===== config.mk =====
export PLATFORM = sky130hd
export DESIGN_NAME = pipe_stage_reg
export DESIGN_NICKNAME = d
export VERILOG_FILES = /design/src/rtl/pipe_stage_reg.sv
export SDC_FILE = /design/constraint.sdc
export NUM_CORES = 1
export LEC_CHECK = 0
export CAP_MARGIN = 0
export CORE_MARGIN = 2
export CORE_UTILIZATION = 47
export CTS_BUF_LIST = sky130_fd_sc_hd__clkbuf_8 sky130_fd_sc_hd__clkbuf_16
export DETAILED_ROUTE_END_ITERATION = 7
export HOLD_SLACK_MARGIN = 0.05
export PLACE_DENSITY_LB_ADDON = 0.2
export SYNTH_ARGS = -nofsm -noshare
export SYNTH_HDL_FRONTEND = slang
export SYNTH_SLANG_ARGS = --single-unit

===== constraint.sdc =====
create_clock -name clk_i -period 5.5 [get_ports clk_i]
set_input_delay 1.1 -clock clk_i [delete_from_list [all_inputs] [get_ports clk_i]]
set_output_delay 1.1 -clock clk_i [all_outputs]
set_load 0.01 [all_outputs]

===== src/rtl/pipe_stage_reg.sv =====
// Pipeline stage register with valid bit, control bundle and data payload.
// Supports flush, stall and bubble, and keeps saturating counters for each event.
module pipe_stage_reg #(
    parameter int CTRL_W   = 8,
    parameter int DATA_W   = 96,
    parameter int CNT_W    = 16,
    parameter bit CLR_DATA = 1'b0
) (
    input  logic              clk_i,
    input  logic              start_i,
    input  logic              stall_i,
    input  logic              flush_i,
    input  logic              bubble_i,
    input  logic              valid_i,
    input  logic [CTRL_W-1:0] ctrl_i,
    input  logic [DATA_W-1:0] data_i,
    input  logic              cnt_clr_i,
    output logic              valid_o,
    output logic [CTRL_W-1:0] ctrl_o,
    output logic [DATA_W-1:0] data_o,
    output logic [CNT_W-1:0]  stall_cnt_o,
    output logic [CNT_W-1:0]  flush_cnt_o,
    output logic [CNT_W-1:0]  bubble_cnt_o
);

    localparam logic [CNT_W-1:0] CNT_MAX = '1;

    logic stall_evt;
    logic flush_evt;
    logic bubble_evt;

    // Event qualification follows the flush > stall > bubble priority.
    assign stall_evt  = stall_i & ~flush_i;
    assign flush_evt  = flush_i & valid_o;
    assign bubble_evt = bubble_i & ~flush_i & ~stall_i;

    always_ff @(posedge clk_i or negedge start_i) begin
        if (!start_i) begin
            valid_o <= 1'b0;
            ctrl_o  <= '0;
            data_o  <= '0;
        end else if (flush_i || (bubble_i && !stall_i)) begin
            valid_o <= 1'b0;
            ctrl_o  <= '0;
            if (CLR_DATA) begin
                data_o <= '0;
            end
        end else if (!stall_i) begin
            // ctrl is gated by valid_i so an unused bundle never leaks out.
            valid_o <= valid_i;
            ctrl_o  <= valid_i ? ctrl_i : '0;
            data_o  <= data_i;
        end
    end

    always_ff @(posedge clk_i or negedge start_i) begin
        if (!start_i) begin
            stall_cnt_o  <= '0;
            flush_cnt_o  <= '0;
            bubble_cnt_o <= '0;
        end else if (cnt_clr_i) begin
            stall_cnt_o  <= '0;
            flush_cnt_o  <= '0;
            bubble_cnt_o <= '0;
        end else begin
            if (stall_evt && stall_cnt_o != CNT_MAX) begin
                stall_cnt_o <= stall_cnt_o + 1'b1;
            end
            if (flush_evt && flush_cnt_o != CNT_MAX) begin
                flush_cnt_o <= flush_cnt_o + 1'b1;
            end
            if (bubble_evt && bubble_cnt_o != CNT_MAX) begin
                bubble_cnt_o <= bubble_cnt_o + 1'b1;
            end
        end
    end

endmodule


# [Word-level counts from Yosys, hierarchy flattened]
# Index checks and enable logic that the tools add are counted.
[word_totals] reg_bits=153 in_bits=111 output_inout_bits=153 wordCells=41
[op_classes] add_sub_neg=3 n_eq_ne=4 mux=11 bitwise_logic=7 n_reduce_logical=10
[ops] op="two-way mux 16 bit" n=6
[ops] op="adder 16 x 1 -> 16 bit (second input constant)" n=3
[ops] op="inequality test 16 bit (second input constant)" n=3
[ops] op="two-way mux 8 bit" n=3
[ops] op="nonzero test 2 bit" n=3
[ops] op="bitwise AND 1 bit" n=4
[ops] op="logical AND 1 bit" n=4
[ops] op="NOT 1 bit" n=3
[ops] op="two-way mux 1 bit" n=2
[ops] op="inequality test 2 x 1 -> 1 bit (second input constant)" n=1
[ops] op="AND reduction 2 bit" n=1
[ops] op="logical NOT 1 bit" n=1
[ops] op="logical OR 1 bit" n=1

# [Longest topological paths before layout]
[logic_depth] word_depth=6 ltp_mapped=7 depth_no_buf=5

# [Least setup slack after synthesis]
# No wires, ideal clock.
[synth_path] kind="input port to flip-flop" start="input port flush_i" end="register bubble_cnt_o[11]" arrival_ps=2428 path_slack_ps=2947 cell_stages=5 path_cell_list="buf_6 -> nor3b_2 -> nand4_1 -> nor4_1 -> mux2_2"
[synth_between] elab_chain_len=5
[synth_rtl] item="from (decl)" line_no="12" source="input logic flush_i,"
[synth_rtl] item="NOT 1 bit" line_no="35" source="assign bubble_evt = bubble_i & ~flush_i & ~stall_i;"
[synth_rtl] item="bitwise AND 1 bit (2 in series)" line_no="35"
[synth_rtl] item="logical AND 1 bit" line_no="72" source="if (bubble_evt && bubble_cnt_o != CNT_MAX) begin"
[synth_rtl] item="nonzero test 2 bit (no source line)"
[synth_rtl] item="to (signal assigned)" line_no="73" source="bubble_cnt_o <= bubble_cnt_o + 1'b1;"
[synth_rtl] item="to (decl)" line_no="23" source="output logic [CNT_W-1:0] bubble_cnt_o"
# No other way between the ends.
# A chain may end at the register's enable or synchronous reset.

# [Worst setup path after layout]
[layout_path] start="input port flush_i" end="register stall_cnt_o[12]"
[layout_between] elab_chain_len=4
[layout_rtl] item="NOT 1 bit" line_no="33" source="assign stall_evt = stall_i & ~flush_i;"
[layout_rtl] item="bitwise AND 1 bit" line_no="33"
[layout_rtl] item="logical AND 1 bit" line_no="66" source="if (stall_evt && stall_cnt_o != CNT_MAX) begin"
[layout_rtl] item="nonzero test 2 bit (no source line)"
[layout_rtl] item="to (signal assigned)" line_no="67" source="stall_cnt_o <= stall_cnt_o + 1'b1;"
[layout_rtl] item="to (decl)" line_no="21" source="output logic [CNT_W-1:0] stall_cnt_o,"
# No other way between the ends.

==> flow_summary.ini <==
[outcome]
status = completed

[logic_synthesis]
synth-edff-count = 0
syn-cell-area_mm2 = 0.006606
synth_ff_type = dfrtp_1
syn_nets = 637
ys_warn_count = 0
syn_area_per_cell_um2 = 12.63
synth_cells = 523
synth_area_leaders = dfrtp_1, mux2_2, a21oi_1
ys_types = 44
synth_top_area_share_pct = 57.95
yosysSeqAreaShare_pct = 57.95
synth_area_leader_cell = dfrtp_1
async_flop_share_pct = 100.0
ys_ff_latch = 153

[routing]
vias = 5389
drt_wl_total_um = 18270
vias_per_cell = 5.516
ant_nets = 0
drt_iter0_markers = 452
drc = 0
firstDrtPassIters = 4
routedWlPerCell_um = 18.70

[global_route]
overflow = 0
antenna_found_initial = 0
grt_first_pass_wirelength_um = 28480
grt_max_degree = 98
globalRouteTotalUtil_pct = 24.71
grt_pass1_vias = 5501

[finish]
syn_to_final_growth_pct = 51.76
drive_gt1_share_pct = 18.95
design_area_mm2 = 0.01003
final_cell_mix = clkdlybuf4s50_1, dfrtp_1, mux2_2, a21oi_1, nand2_1
final_common_cell = clkdlybuf4s50_1
final_nets = 899
antenna_cells = 0
utilization_pct = 72.51

[pwr]
irDropWorstVdd_uv = 237.1
power.density_mw_per_mm2 = 322.7
leakage_nw = 3.992

[floorplanning]
die_x_um = 122.6
ios = 264
start_util_pct = 47.78
die_height_um = 122.6
rows = 43
core_mm2 = 0.01383
die_area_mm2 = 0.01502

[setup_path]
cp-end-kind = flop
rr_endpoint = flush_cnt_o[14]
start_kind = input pin
r2r_slack_ns = 3.42
cp_max_fo = 14
r2r_start = flush_cnt_o[0]
arrival_ns = 3.71
worstPathRequired_ns = 5.82
cp-endpoint = stall_cnt_o[12]
crit_start = flush_i
crit_type = in -> reg
rr_worst_depth = 5

[placed_design]
io_buffers = 263
placed_area_mm2 = 0.009390
post-dp-hpwl_um = 13230
place_ws_ns = 1.698
place_congestion = 0.8012

[clocking]
cts_resized = 0
cts_setup_buffers = 0
cts_num_sinks = 153
tritoncts = done
htreeDepth = 4
hold_buffers = 0
numCtsBuffers = 17
clk-insertion-delay-late_ns = 0.41
cts_root_buffer = clkbuf_16
clockBufferDepth = 2
clkTransAtPathRegs_ns = 0.06

[job]
cap_violations = 0

[sta]
rsz0062_at_grt = no
layout_setup_ws_ns = 2.115
skew_ns = 0.007743
setup_viol = 0
holdWs_ns = 0.5042
slew_headroom_pct = 27.50
fin_crit_ns = 3.385
min_period_over_period_pct = 61.55
fmax_mhz = 295.4
hold_violations = 0
tightest_slew_ns = 1.085
drv_slew = 0
tns_ns = 0

[worst_hold_path]
hold_class = reg -> reg
-- worst min path at each step --
stage | endpoint | slack [ns] | cells after the start | start
after global placement | data_o[14] | 0.49 | 1 | data_o[14]
final | data_o[80] | 0.50 | 1 | data_o[80]
after CTS | data_o[61] | 0.51 | 1 | data_o[61]
after detailed placement | ctrl_o[1] | 0.49 | 1 | ctrl_o[1]
after global routing | data_o[11] | 0.52 | 1 | data_o[11]
after floorplan | bubble_cnt_o[5] | 0.54 | 1 | bubble_cnt_o[5]
-- synth_stat cells, drive strengths merged (12+ instances only) --
cell type,n
a21oi,33
clkbuf,16
dfrtp,153
mux2,105
nand2,23
nand3,14
nand4,17
nor2,12
nor4,13
o21ai,16
o31ai,19
or3,14
or4,18
-- power by group --
part	switching [mW]	leakage, nW	total [mW]	internal [mW]
combinational	0.234	1.74	0.638	0.404
sequential	0.0754	1.93	1.34	1.26
clock	0.440	0.324	1.26	0.819
total	0.749	3.99	3.24	2.49
-- cell families after synthesis --
family | share of synthesized area [%]
multiplexers | 18.05
AND/OR/NAND/NOR | 12.94
buffers and inverters | 2.273
flip-flops | 57.95
adder cells (fa/ha/maj) | 0.5682
AO/OA/AOI/OAI | 8.220
-- registers in the layout (all words and copies together), names as in the netlist --
name and count:
valid_o 1, stall_cnt_o 16, ctrl_o 8, bubble_cnt_o 16, data_o 96, flush_cnt_o 16
-- routing by layer --
layer	global-route usage, %	part of all wire (%)	vias up
met3	8.922	8.1	16
li1	-	-	2489
met4	8.261	1.3	0
met1	29.84	39	2685
met5	0	0	-
met2	41.11	52	199
-- area by class of cell --
type	count	area, um^2
clock buffer	19	452.9
timing repair buffer	268	2679
inverter	5	18.77
multi-input combinational	340	2639
fill	958	3801
tap	180	225.2
clock inverter	12	182.7
sequential	153	3829
-- worst max-delay path, stage by stage --
cell and delay (ns):
clkdlybuf4s50_1 0.59, nor2b_1 0.92, o21ai_0 0.44, or4_1 0.50, a21oi_1 0.16
-- through the flow --
step | total power [mW] | std cells
3_5_place_dp | 1.998 | 946
2_1_floorplan | 1.567 | 523
6_report | 3.236 | 977
3_3_place_gp | 1.981 | 946
4_1_cts | 3.267 | 977
5_1_grt | 3.369 | 977
Power figures use the tool's default switching activity.
